`src/rtl/usb_pkg.sv`:
```
// Shared types for the USB DP/DM receive path.
// Line symbols, receiver states and SYNC pattern.
package usb_pkg;

  typedef enum logic [1:0] {
    SYM_J,
    SYM_K,
    SYM_SE0,
    SYM_SE1
  } line_sym_t;

  // KJKJKJKK, K=0, first symbol in the MSB
  localparam logic [7:0] SYNC_SYMS = 8'b0101_0100;

  typedef enum logic [2:0] {
    IDLE,
    SYNC,
    RECV,
    EOP,
    WAIT_ACK,
    ERR
  } rx_state_t;

endpackage

```
`src/rtl/dpdm_sampler.sv`:
```
// Two-stage line sampler with J/K/SE0/SE1 decode.
// sym_next is the newer symbol, sym_cur the older.
module dpdm_sampler
  import usb_pkg::*;
(
  input  logic      clk,
  input  logic      rst_L,
  input  logic      dp,
  input  logic      dm,
  output line_sym_t sym_cur,
  output line_sym_t sym_next
);

  line_sym_t sym_in;

  // classify the raw line pair
  always_comb begin
    sym_in = SYM_SE0;
    unique case (1'b1)
      ( dp && !dm): sym_in = SYM_J;
      (!dp &&  dm): sym_in = SYM_K;
      (!dp && !dm): sym_in = SYM_SE0;
      ( dp &&  dm): sym_in = SYM_SE1;
    endcase
  end

  // s1/s2 shift register, idle line is J
  always_ff @(posedge clk or negedge rst_L) begin
    if (!rst_L) begin
      sym_next <= SYM_J;
      sym_cur  <= SYM_J;
    end else begin
      sym_next <= sym_in;
      sym_cur  <= sym_next;
    end
  end

endmodule

```
`src/rtl/dpdm_rx.sv`:
```
// USB line receiver: frames one packet from DP/DM,
// checks SYNC and EOP, emits raw NRZI levels.
module dpdm_rx
  import usb_pkg::*;
#(
  parameter int MAX_BITS   = 128,
  parameter bit SYNC_CHECK = 1'b1
) (
  input  logic clk,
  input  logic rst_L,
  input  logic dp,
  input  logic dm,
  input  logic sending,
  input  logic ack,
  output logic stream_in,
  output logic bit_valid,
  output logic rcv_start,
  output logic rcv_last,
  output logic EOP_ok,
  output logic rcv_err,
  output logic rcv_busy
);

  localparam int CW = $clog2(MAX_BITS + 1);
  localparam logic [CW-1:0] MAXC = CW'(MAX_BITS);

  line_sym_t sym_cur;
  line_sym_t sym_next;

  rx_state_t state;
  rx_state_t state_d;

  logic [CW-1:0] bit_cnt;
  logic [CW-1:0] bit_cnt_d;
  logic [CW-1:0] bit_inc;
  logic [1:0]    se0_cnt;
  logic [1:0]    se0_cnt_d;
  logic [2:0]    sidx;
  logic          emit;
  logic          start;
  logic          is_jk;
  logic          sym_bit;
  logic          sync_exp;
  logic          line_on;

  dpdm_sampler u_smp (
    .clk      (clk),
    .rst_L    (rst_L),
    .dp       (dp),
    .dm       (dm),
    .sym_cur  (sym_cur),
    .sym_next (sym_next)
  );

  assign is_jk    = (sym_cur == SYM_J) || (sym_cur == SYM_K);
  assign sym_bit  = (sym_cur == SYM_J);
  assign sidx     = bit_cnt[2:0];
  assign sync_exp = SYNC_SYMS[3'd7 - sidx];
  assign bit_inc  = (bit_cnt == MAXC) ? bit_cnt : bit_cnt + CW'(1);
  assign rcv_busy = (state != IDLE);
  assign line_on  = (state == IDLE) || (state == SYNC) ||
                    (state == RECV) || (state == EOP);

  // next-state: one s2 symbol consumed per cycle
  always_comb begin
    state_d   = state;
    bit_cnt_d = bit_cnt;
    se0_cnt_d = se0_cnt;
    emit      = 1'b0;
    start     = 1'b0;
    unique case (state)
      IDLE: begin
        bit_cnt_d = '0;
        if (sym_cur == SYM_K) begin
          state_d   = SYNC;
          start     = 1'b1;
          emit      = 1'b1;
          bit_cnt_d = CW'(1);
        end
      end
      SYNC: begin
        if (bit_cnt == MAXC || !is_jk) begin
          state_d = ERR;
        end else if (SYNC_CHECK && sym_bit != sync_exp) begin
          state_d = ERR;
        end else begin
          emit      = 1'b1;
          bit_cnt_d = bit_inc;
          if (sidx == 3'd7) state_d = RECV;
        end
      end
      RECV: begin
        if (bit_cnt == MAXC) begin
          state_d = ERR;
        end else begin
          unique case (sym_cur)
            SYM_J, SYM_K: begin
              emit      = 1'b1;
              bit_cnt_d = bit_inc;
            end
            SYM_SE0: begin
              state_d   = EOP;
              se0_cnt_d = 2'd1;
            end
            default: state_d = ERR;
          endcase
        end
      end
      EOP: begin
        unique case (sym_cur)
          SYM_SE0: begin
            if (se0_cnt == 2'd1) se0_cnt_d = 2'd2;
            else                 state_d   = ERR;
          end
          SYM_J: begin
            if (se0_cnt == 2'd2) state_d = WAIT_ACK;
            else                 state_d = ERR;
          end
          default: state_d = ERR;
        endcase
      end
      WAIT_ACK: if (ack) state_d = IDLE;
      ERR:      if (ack) state_d = IDLE;
      default:  state_d = IDLE;
    endcase
    // local transmit owns the line: drop quietly
    if (sending && line_on) begin
      state_d   = IDLE;
      emit      = 1'b0;
      start     = 1'b0;
      bit_cnt_d = '0;
      se0_cnt_d = '0;
    end
  end

  // state and counters
  always_ff @(posedge clk or negedge rst_L) begin
    if (!rst_L) begin
      state   <= IDLE;
      bit_cnt <= '0;
      se0_cnt <= '0;
    end else begin
      state   <= state_d;
      bit_cnt <= bit_cnt_d;
      se0_cnt <= se0_cnt_d;
    end
  end

  // registered outputs; stream_in holds when idle
  always_ff @(posedge clk or negedge rst_L) begin
    if (!rst_L) begin
      stream_in <= 1'b1;
      bit_valid <= 1'b0;
      rcv_start <= 1'b0;
      rcv_last  <= 1'b0;
      EOP_ok    <= 1'b0;
      rcv_err   <= 1'b0;
    end else begin
      if (emit) stream_in <= sym_bit;
      bit_valid <= emit;
      rcv_start <= start;
      rcv_last  <= emit && (sym_next == SYM_SE0);
      EOP_ok    <= (state_d == WAIT_ACK);
      rcv_err   <= (state_d == ERR);
    end
  end

endmodule

```
`config.mk`:
```
export PLATFORM = sky130hd
export DESIGN_NAME = dpdm_rx
export DESIGN_NICKNAME = d
export VERILOG_FILES = /design/src/rtl/usb_pkg.sv /design/src/rtl/dpdm_sampler.sv /design/src/rtl/dpdm_rx.sv
export SDC_FILE = /design/constraint.sdc
export NUM_CORES = 1
export LEC_CHECK = 0
export CAP_MARGIN = 25
export CELL_PAD_IN_SITES_DETAIL_PLACEMENT = 0
export CELL_PAD_IN_SITES_GLOBAL_PLACEMENT = 1
export CORE_MARGIN = 2
export CORE_UTILIZATION = 50
export CTS_BUF_LIST = sky130_fd_sc_hd__clkbuf_4 sky130_fd_sc_hd__clkbuf_8
export CTS_CLUSTER_DIAMETER = 80
export DETAILED_ROUTE_END_ITERATION = 12
export DONT_BUFFER_PORTS = 1
export GPL_TIMING_DRIVEN = 0
export HOLD_SLACK_MARGIN = 0.1
export PLACE_DENSITY = 0.84
export SYNTH_ARGS = -nofsm -noshare
export SYNTH_HDL_FRONTEND = slang
export SYNTH_SLANG_ARGS = --single-unit
```
`constraint.sdc`:
```
create_clock -name clk -period 2.8 [get_ports clk]
set_input_delay 0 -clock clk [delete_from_list [all_inputs] [get_ports clk]]
set_output_delay 0 -clock clk [all_outputs]
set_load 0.02 [all_outputs]
```
After elaboration in Yosys (flattened, before gate mapping)
Memories as Yosys holds them, arrays and structs flattened.
Cells that the tools add are included.
{ "word_totals": {"ff_bits": 23, "romBits": 8, "inputBits": 6, "out_inout_bits": 7, "elab_cells": 97, "mem_count": 1} }
{ "op_classes": {"n_addsub": 2, "n_lt_le_gt_ge": 1, "n_eq_ne": 22, "mux": 37, "reduce_logical": 23} }
{ "mem_list": {"columns": ["memory", "depth", "word_bits", "read_ports", "rd_ports_with_merged_regs", "wr", "line_no", "source"], "rows": [
  ["(name not given)", 8, 1, 1, 0, 0, "dpdm_rx.sv:58", "assign sync_exp = SYNC_SYMS[3'd7 - sidx];"]
]} }
{ "op_table": {"columns": ["operator", "count"], "rows": [
  ["$mux W8", 6],
  ["$mux W3", 8],
  ["$pmux W8 S3", 1],
  ["$eq A3 B3 Y1 const B", 5],
  ["$pmux W3 S5", 1],
  ["$ne A3 B1 Y1 const B", 4],
  ["$pmux W3 S2", 2],
  ["$mux W1", 11],
  ["$mux W2", 5],
  ["$reduce_and A5 Y1", 2],
  ["$ne A3 B2 Y1 const B", 3],
  ["$add A8 B1 Y8 const B", 1],
  ["$eq A8 B8 Y1 const B", 1],
  ["$pmux W2 S4", 1],
  ["$eq A2 B2 Y1 const B", 3],
  ["$eq A3 B2 Y1 const B", 2],
  ["$logic_and A1 B1 Y1", 6],
  ["$reduce_bool A3 Y1", 2],
  ["$logic_or A1 B1 Y1", 5],
  ["$eq A2 B1 Y1 const B", 2],
  ["$lt A3 B4 Y1 const B", 1],
  ["$pmux W2 S2", 1],
  ["$reduce_bool A4 Y1", 1],
  ["$reduce_or A2 Y1", 2],
  ["other kinds (7)", 9]
]} }

Logic depth before layout (Yosys ltp)
Gate-level depths: netlist of the first run.
{ "depth": {"word_depth": 9, "depth_mapped": 8, "mapped_depth_nobuf": 7} }

By module
Synthesis of the first run repeated with hierarchy kept, for this count alone.
{ "hier_totals": {"hier_cells": 139, "hier_area_um2": 1428.9} }
{ "modules_own_cells": {"columns": ["module", "n_inst", "cells_each", "area_per_inst_um2", "seq_area_each_um2"], "rows": [
  ["dpdm_rx", 1, 131, 1293.7, 476.7],
  ["dpdm_sampler", 1, 8, 135.1, 100.1]
]} }

Worst setup path after synthesis of the first run
OpenSTA, ideal clock, no wires.
{ "synth_timing": {"path_type": "register to register", "startpoint": "register bit_cnt[0]", "endpoint": "register bit_cnt[4]", "setup_ns": 0.092, "arrival_time_ns": 1.917, "required_ns": 2.708, "path_slack_ns": 0.792, "stages_incl_launch_ff": 9, "path_buffers": 1, "synth_period_minus_slack_ns": 2.008, "cell_sequence": "dfrtp_1 -> inv_1 -> ha_1 -> nor3b_2 -> a221oi_1 -> a21oi_2 -> or3_1 -> buf_2 -> o31ai_2"} }
{ "synth_between": {"elab_chain_len": 6, "word_cells_on_any_way": 18, "cone_classes": "2 x add/sub; 5 x eq/ne; 8 x mux; 2 x reduce/logical; 1 x memory"} }
{ "synth_lines": {"columns": ["item", "line_no", "source"], "rows": [
  ["start: declaration", "dpdm_rx.sv:33", "logic [CW-1:0] bit_cnt;"],
  ["start signal: assignment", "dpdm_rx.sv:144", "bit_cnt <= bit_cnt_d;"],
  ["$sub A3 B3 Y3, or another cell as far along", "dpdm_rx.sv:58", null],
  ["$mem_v2 Z8 W1 or $mux W8 (tied branches)", null, null],
  ["$mux W1 (implied by the code), or another cell as far along", "dpdm_rx.sv:58", null],
  ["$ne A1 B1 Y1, or another cell as far along", "dpdm_rx.sv:84", "end else if (SYNC_CHECK && sym_bit != sync_exp) begin"],
  ["$ne A3 B2 Y1 (no line) or $pmux W8 S3 (tied branches)", null, null],
  ["$reduce_and A5 Y1 (no line) or $mux W8 (tied branches)", null, null]
]} }
Several ways; a longest one is shown, not always the timed one. The select of a mux whose other input is x is not followed.
A chain may end at the register's enable or synchronous reset.

Worst setup path in the final report of the first run
{ "layout_timing": {"startpoint": "register bit_cnt[0]", "endpoint": "register bit_cnt[3]"} }
The elaborated chain is that of the path after synthesis.

==> results.cfg, run 1 <==
[route]
drt_wl_total_mm = 3.23
drcViolationCount = 0
maxUsedRoutingLayer = met4
dr_wl_met3_um = 126
vias = 1191
firstDrtPassIters = 4
postRouteAntennaNets = 0
drt-vias-per-instance = 6.05
wl_per_cell_um = 16.4
wl_met1_mm = 1.48
drt-initial-drc-count = 50
wl_met2_mm = 1.58

[worst_setup_path]
cp_cell_sequence = inv_1, ha_1, nor3b_2, a221oi_1, a21oi_2, or3_1, buf_2, o31ai_2
start_kind = flop
critPathTopFamily = compound AO/OA/AOI/OAI gates
critPathSlowestCell = dfrtp_1
required_ns = 3.03
path_depth = 8
crit_buf_inv = 2
crit_path_max_fanout = 7
cpPeakStageDelay_ns = 0.45
worstPathArrival_ns = 2.51
reg2reg_depth = 8
end_kind = flop
worstSetupPathType = reg -> reg

[cells_and_area]
diodes = 0
multi_input_area_sq_um = 781
regArea_sq_um = 577
layout-drive-gt1-share = 0.120
final_util = 0.584
fillCellCount = 248
nNetsFinal = 179
stdcell_count = 197
syn_to_final_growth_pct = 11.6

[synthesis]
ys_types = 46
synth-edff-count = 0
synth_ff_type = dfrtp_1
synth_sequential_area_ratio = 0.403
yosysWarnings = 0
avgSynthCellArea_sq_um = 9.29
synthesis.area_sq_mm = 0.00143
syn_inst = 154
async_flop_share = 1.00
syn_nets = 166
ys_ff_latch = 23

[power]
vdd_drop_max_v = 0.000399
seqPwrFrac = 0.432
leakage_nw = 0.689
p_per_area_mw_per_mm2 = 645
combPwrFrac = 0.405
power.internal_mw = 0.607
clockPowerShare = 0.163
p_sw_mw = 0.423
p_sw_frac = 0.411

[run_status]
status = finished, final reports clean

[timing]
max_freq_ghz = 0.439
hold_viol = 0
max_slew_margin = 0.660
worstMarginPinSlew_ns = 0.508
grt_setup_unrepaired = false
final.setup.tns_ns = 0
finalMaxSlewViolations = 0
timing.final.crit_share = 0.814
min_period_ns = 2.28
fin_skew_ns = 0.00168
setup_violations = 0

[grt]
grt_pass1_vias = 1128
antenna_found_initial = 0
grt_overflow = 0
grt_start_max_net_pins = 24
grt_pass1_wl_mm = 5.47
grt_usage = 0.217

[clocking]
clock_sinks = 23
numCtsBuffers = 3
cts_setup_buffers = 0
clk_pin_slew_worst_paths_ns = 0.12
cts-resized-gates = 0
cts_max_level = 1
cts_buffer_depth = 2
clkLatencyLatePin_ns = 0.32
cts_hold_buf = 6
cts_root_buf = clkbuf_4
cts_tree = done

[placed_design]
place_inst = 185
port_buffers = 0
place_congestion = 0.868
hpwl_mm = 2.29

[floorplanning]
die_y_um = 57.5
start_util = 0.524
dieArea_sq_mm = 0.00331
die_x_um = 57.5
coreArea_sq_mm = 0.00273
pin_count = 13
rows = 19

[run]
max_cap_viol_count = 0

[hold_path]
hp-class = in -> reg
hold_depth = 4
## cell families (layout without fill, tap and decap cells)
group,count (synthesis),in the layout,synth area share
and+or+nand+nor,56,56,0.211
DFF,23,23,0.403
muxes,5,5,0.0358
buffers and inverters,17,29,0.0516
AOI/OAI and AO/OA,44,44,0.228
adders and majority gates,6,6,0.0524
xor gates and xnor gates,3,3,0.0184
## worst paths after layout
kind	start	to	slack, ns
min in group asynchronous	rst_L	se0_cnt[1]$_DFFE_PN0P_	0.52
max in group asynchronous	rst_L	stream_in$_DFFE_PN1P_	1.81
min	sending	bit_cnt[2]$_DFFE_PN0P_	0.15
max	bit_cnt[0]$_DFFE_PN0P_	bit_cnt[3]$_DFFE_PN0P_	0.52
max reg2reg	bit_cnt[0]$_DFFE_PN0P_	bit_cnt[3]$_DFFE_PN0P_	0.52
min reg2reg	u_smp.sym_next[1]$_DFF_PN0_	u_smp.sym_cur[1]$_DFF_PN0_	0.39
## state kept, by name, indices dropped and copies added (netlist names)
register / count
bit_cnt: 8
state: 3
se0_cnt: 2
u_smp.sym_cur: 2
u_smp.sym_next: 2
EOP_ok: 1
bit_valid: 1
rcv_err: 1
rcv_last: 1
rcv_start: 1
stream_in: 1
## worst reg2reg max path, stage by stage, from the launching register on
cell and delay [ns]:
dfrtp_1 0.45, inv_1 0.08, ha_1 0.20, nor3b_2 0.21, a221oi_1 0.34, a21oi_2 0.13
or3_1 0.35, buf_2 0.18, o31ai_2 0.25
## synth_stat cells, drive strengths merged, types with 3 or more instances
cell	number	area share
ha	6	0.052
a21oi	10	0.040
dfrtp	22	0.38
nand3	5	0.017
o311ai	3	0.018
inv	10	0.026
nand2	14	0.037
nand2b	4	0.017
nor4b	3	0.029
o21ai	6	0.021
o21bai	3	0.016
or3	5	0.022
o31ai	4	0.031
nor2	17	0.045
mux2i	4	0.028
buf	4	0.017
clkbuf	3	0.0079
## per-stage QoR
step                hold slack (ns)  setup WS (ns)  cell area [sq um]  power [mW]
floorplan                    -0.296          0.792               1430       0.758
CTS                           0.158          0.506               1560        1.03
detailed placement           -0.295          0.544               1470       0.847
global placement             -0.295          0.600               1470       0.838
global route                  0.228          0.325               1600        1.10
finish                        0.152          0.521               1600        1.03
## final cells by class
type                            instances  area share
Tap cell                               31      0.0243
Buffer                                  7      0.0227
Clock buffer                            4      0.0188
Inverter                               10      0.0235
Multi-Input combinational cell        114       0.489
Sequential cell                        23       0.361
Timing Repair Buffer                    8      0.0611
## placed cells by master, fill, tap and decap left out, types with 2 or more instances in the layout
cell,instances
xnor2_1,2
nand2b_1,4
ha_1,6
or3_1,5
o21ai_0,4
a2bb2oi_1,2
nand3_1,5
a21oi_1,8
o21bai_1,3
o311ai_0,3
dlygate4sd3_1,7
a21oi_2,2
nor2_1,17
buf_2,2
a211oi_1,2
a21o_1,2
nor4b_1,2
nand2_1,14
inv_1,10
dfrtp_1,22
o21a_1,2
or2_2,2
buf_4,2
mux2i_1,4
clkbuf_4,4
o22ai_1,2
clkbuf_1,3
o31ai_2,3
o21ai_1,2
## power groups by stage
| stage | Clock [mW] | Combinational, mW | Sequential (mW) |
|---|---|---|---|
| 6_report | 0.168 | 0.418 | 0.445 |
| 5_1_grt | 0.182 | 0.468 | 0.452 |
| 4_1_cts | 0.171 | 0.412 | 0.445 |
| 3_5_place_dp | 0 | 0.395 | 0.452 |
| 3_3_place_gp | 0 | 0.388 | 0.450 |
| 2_1_floorplan | 0 | 0.320 | 0.438 |
## per-layer routing
| metal | global-route usage | up-vias |
|---|---|---|
| li1 | - | 578 |
| met4 | 0.0831 | 0 |
| met1 | 0.304 | 574 |
| met2 | 0.343 | 34 |
| met3 | 0.0272 | 5 |
| met5 | 0 | - |
Note: power is estimated with default switching activity, not from simulation.
==> inputs of run 2 (changes only) <==
Settings changed: ABC_AREA set to 1, CORE_UTILIZATION 50 to 43, PLACE_DENSITY 0.84 to 0.81.
Clock period 2.8 ns to 2 ns, I/O delays scaled along.
==> results.cfg, run 2 <==
[run_status]
status = finished, final reports clean

[worst_setup_path]
worstPathArrival_ns = 1.99
worstSetupPathType = reg -> reg
crit_path_max_fanout = 9
start_kind = flop
cpPeakStageDelay_ns = 0.49
critPathSlowestCell = dfrtp_1
path_depth = 10
crit_buf_inv = 1
worst_path_most_repeated_cell = nand2_1
reg2reg_depth = 10
end_kind = flop
critPathTopFamily = simple AND/OR/NAND/NOR gates
required_ns = 2.23
cp_cell_sequence = nor2_1, inv_1, nand2_1, nand2_1, nand3_2, nand2_2, nor2_8, nand2_4, nand2_1, nand2_1

[clocking]
cts_tree = done
clk_pin_slew_worst_paths_ns = 0.13
cts_root_buf = clkbuf_4
cts_max_level = 1
cts_buffer_depth = 2
clock_sinks = 23
numCtsBuffers = 3
cts_setup_buffers = 0
clkLatencyLatePin_ns = 0.32

[synthesis]
yosysTopAreaCell = dfrtp_1
yosysMostFrequentCell = nand2_1
avgSynthCellArea_sq_um = 7.10
synth_sequential_area_ratio = 0.387
synth.top_cell.area_share = 0.369
ys_ff_latch = 23
syn_nets = 222
synth_area_leaders = dfrtp_1 (37%), nand2_1 (14%), nand3_1 (10%)
async_flop_share = 1.00
synth-edff-count = 0
synth_ff_type = dfrtp_1
yosysWarnings = 0
ys_types = 27
synthesis.area_sq_mm = 0.00149
syn_inst = 210
synthTopCellsByCount = nand2_1 (55), inv_1 (32), nand3_1 (30)

[cells_and_area]
syn_to_final_growth_pct = 11.7
mostFrequentLayoutCells = nand2_1 (55), inv_1 (32), nand3_1 (30), nor2_1 (28), dfrtp_1 (21)
fin_area_sq_mm = 0.00166
regMostFlops = bit_cnt
fillCellCount = 364
multi_input_area_sq_um = 771
layout-drive-gt1-share = 0.118
nNetsFinal = 234
largestRegisters = bit_cnt x8, state x3
diodes = 0
final_common_cell = nand2_1
largest_reg_flops = 8
regArea_sq_um = 578
final_util = 0.499

[grt]
antenna_found_initial = 0
grt_start_max_net_pins = 24
grt_overflow = 0
grt_pass1_vias = 1202
grt_pass1_wl_mm = 5.51
grt_usage = 0.180

[placed_design]
place_area_sq_mm = 0.00155
hpwl_mm = 2.39
place_congestion = 0.832
port_buffers = 0
place_ws_ns = 0.216

[timing]
fin_skew_ns = 0.00224
max_freq_ghz = 0.567
timing.final.crit_share = 0.882
final.setup.tns_ns = 0
max_slew_margin = 0.670
finalMaxSlewViolations = 0
setup_violations = 0
worstMarginPinSlew_ns = 0.493
layout_setup_ws_ns = 0.236
grt_setup_unrepaired = false
min_period_ns = 1.76
hold_viol = 0

[route]
drt-vias-per-instance = 5.01
drt_wl_total_mm = 3.26
firstDrtPassIters = 4
drcViolationCount = 0
drt-initial-drc-count = 41
wl_per_cell_um = 12.2
vias = 1338
postRouteAntennaNets = 0

[floorplanning]
rows = 21
dieArea_sq_mm = 0.00395
die_x_um = 62.9
start_util = 0.447
die_y_um = 62.9
coreArea_sq_mm = 0.00334
pin_count = 13

[hold_path]
hold_depth = 6
hp-class = in -> reg

[power]
leakage_nw = 0.892
p_per_area_mw_per_mm2 = 851
vdd_drop_max_v = 0.000417

[run]
max_cap_viol_count = 0
run 2: cell count changes after synthesis, moves of 5 or more:
cell     previous run  this run
nand2_1            14        55
inv_1              10        32
nor2_1             17        28
or3_1               5         0
a21oi_1             8         1
nand3_1             5        30
run 2: worst paths after layout:
kind | start | end | slack [ns]
worst max register to register | u_smp.sym_cur[1]$_DFF_PN0_ | bit_cnt[0]$_DFFE_PN0P_ | 0.24
worst max-delay path | u_smp.sym_cur[1]$_DFF_PN0_ | bit_cnt[0]$_DFFE_PN0P_ | 0.24
min in group asynchronous | rst_L | se0_cnt[1]$_DFFE_PN0P_ | 0.59
max in group asynchronous | rst_L | stream_in$_DFFE_PN1P_ | 0.88
worst min-delay path | ack | EOP_ok$_DFF_PN0_ | 0.11
worst min register to register | u_smp.sym_next[0]$_DFF_PN0_ | u_smp.sym_cur[0]$_DFF_PN0_ | 0.40
run 2: where the power goes:
| group | internal, mW | switching, mW | total (mW) |
|---|---|---|---|
| Combinational | 0.171 | 0.367 | 0.538 |
| Sequential | 0.541 | 0.110 | 0.651 |
| Clock | 0.0751 | 0.153 | 0.228 |
run 2: per-layer routing:
metal	wire, um	share of wire	track usage	vias up
li1	-	-	-	684
met1	1540	0.47	0.257	611
met2	1500	0.46	0.277	38
met3	175	0.054	0.0288	5
met4	46	0.014	0.0583	0
met5	0	0	0	-
run 2: per-stage QoR:
stage | std cells | power, mW | hold slack (ns)
final | 267 | 1.42 | 0.108
after global routing | 267 | 1.55 | 0.146
after CTS | 265 | 1.43 | 0.106
after detailed placement | 256 | 1.17 | -0.295
after global placement | 256 | 1.16 | -0.295
after floorplan | 210 | 1.05 | -0.296
run 2: worst register-to-register path, delay by kind of cell (launching register included):
kind,cells,cell delay (ns)
buffers and inverters,1,0.07
DFF,1,0.49
and+or+nand+nor,9,1.11
run 2: timing repair:
item / in CTS / in global routing
setup endpoints to repair: 0 / 2
resized for setup: 0 / 1
hold buffers: 5 / 1
hold endpoints to repair: 29 / 7
run 2: final cells by class:
cell class / count / share of cell area
Clock inverter: 1 / 0.00301
Timing Repair Buffer: 7 / 0.0526
Inverter: 35 / 0.0789
Clock buffer: 3 / 0.0135
Buffer: 1 / 0.00677
Tap cell: 46 / 0.0346
Sequential cell: 23 / 0.347
Multi-Input combinational cell: 151 / 0.463
run 2: cell families (layout without fill, tap and decap cells):
kind of cell / count (synthesis) / count (layout) / share of synthesized area
adders and majority gates: 6 / 6 / 0.0504
xor gates and xnor gates: 1 / 1 / 0.00588
buffers and inverters: 36 / 47 / 0.0957
and+or+nand+nor: 133 / 133 / 0.420
AOI/OAI and AO/OA: 11 / 11 / 0.0411
DFF: 23 / 23 / 0.387
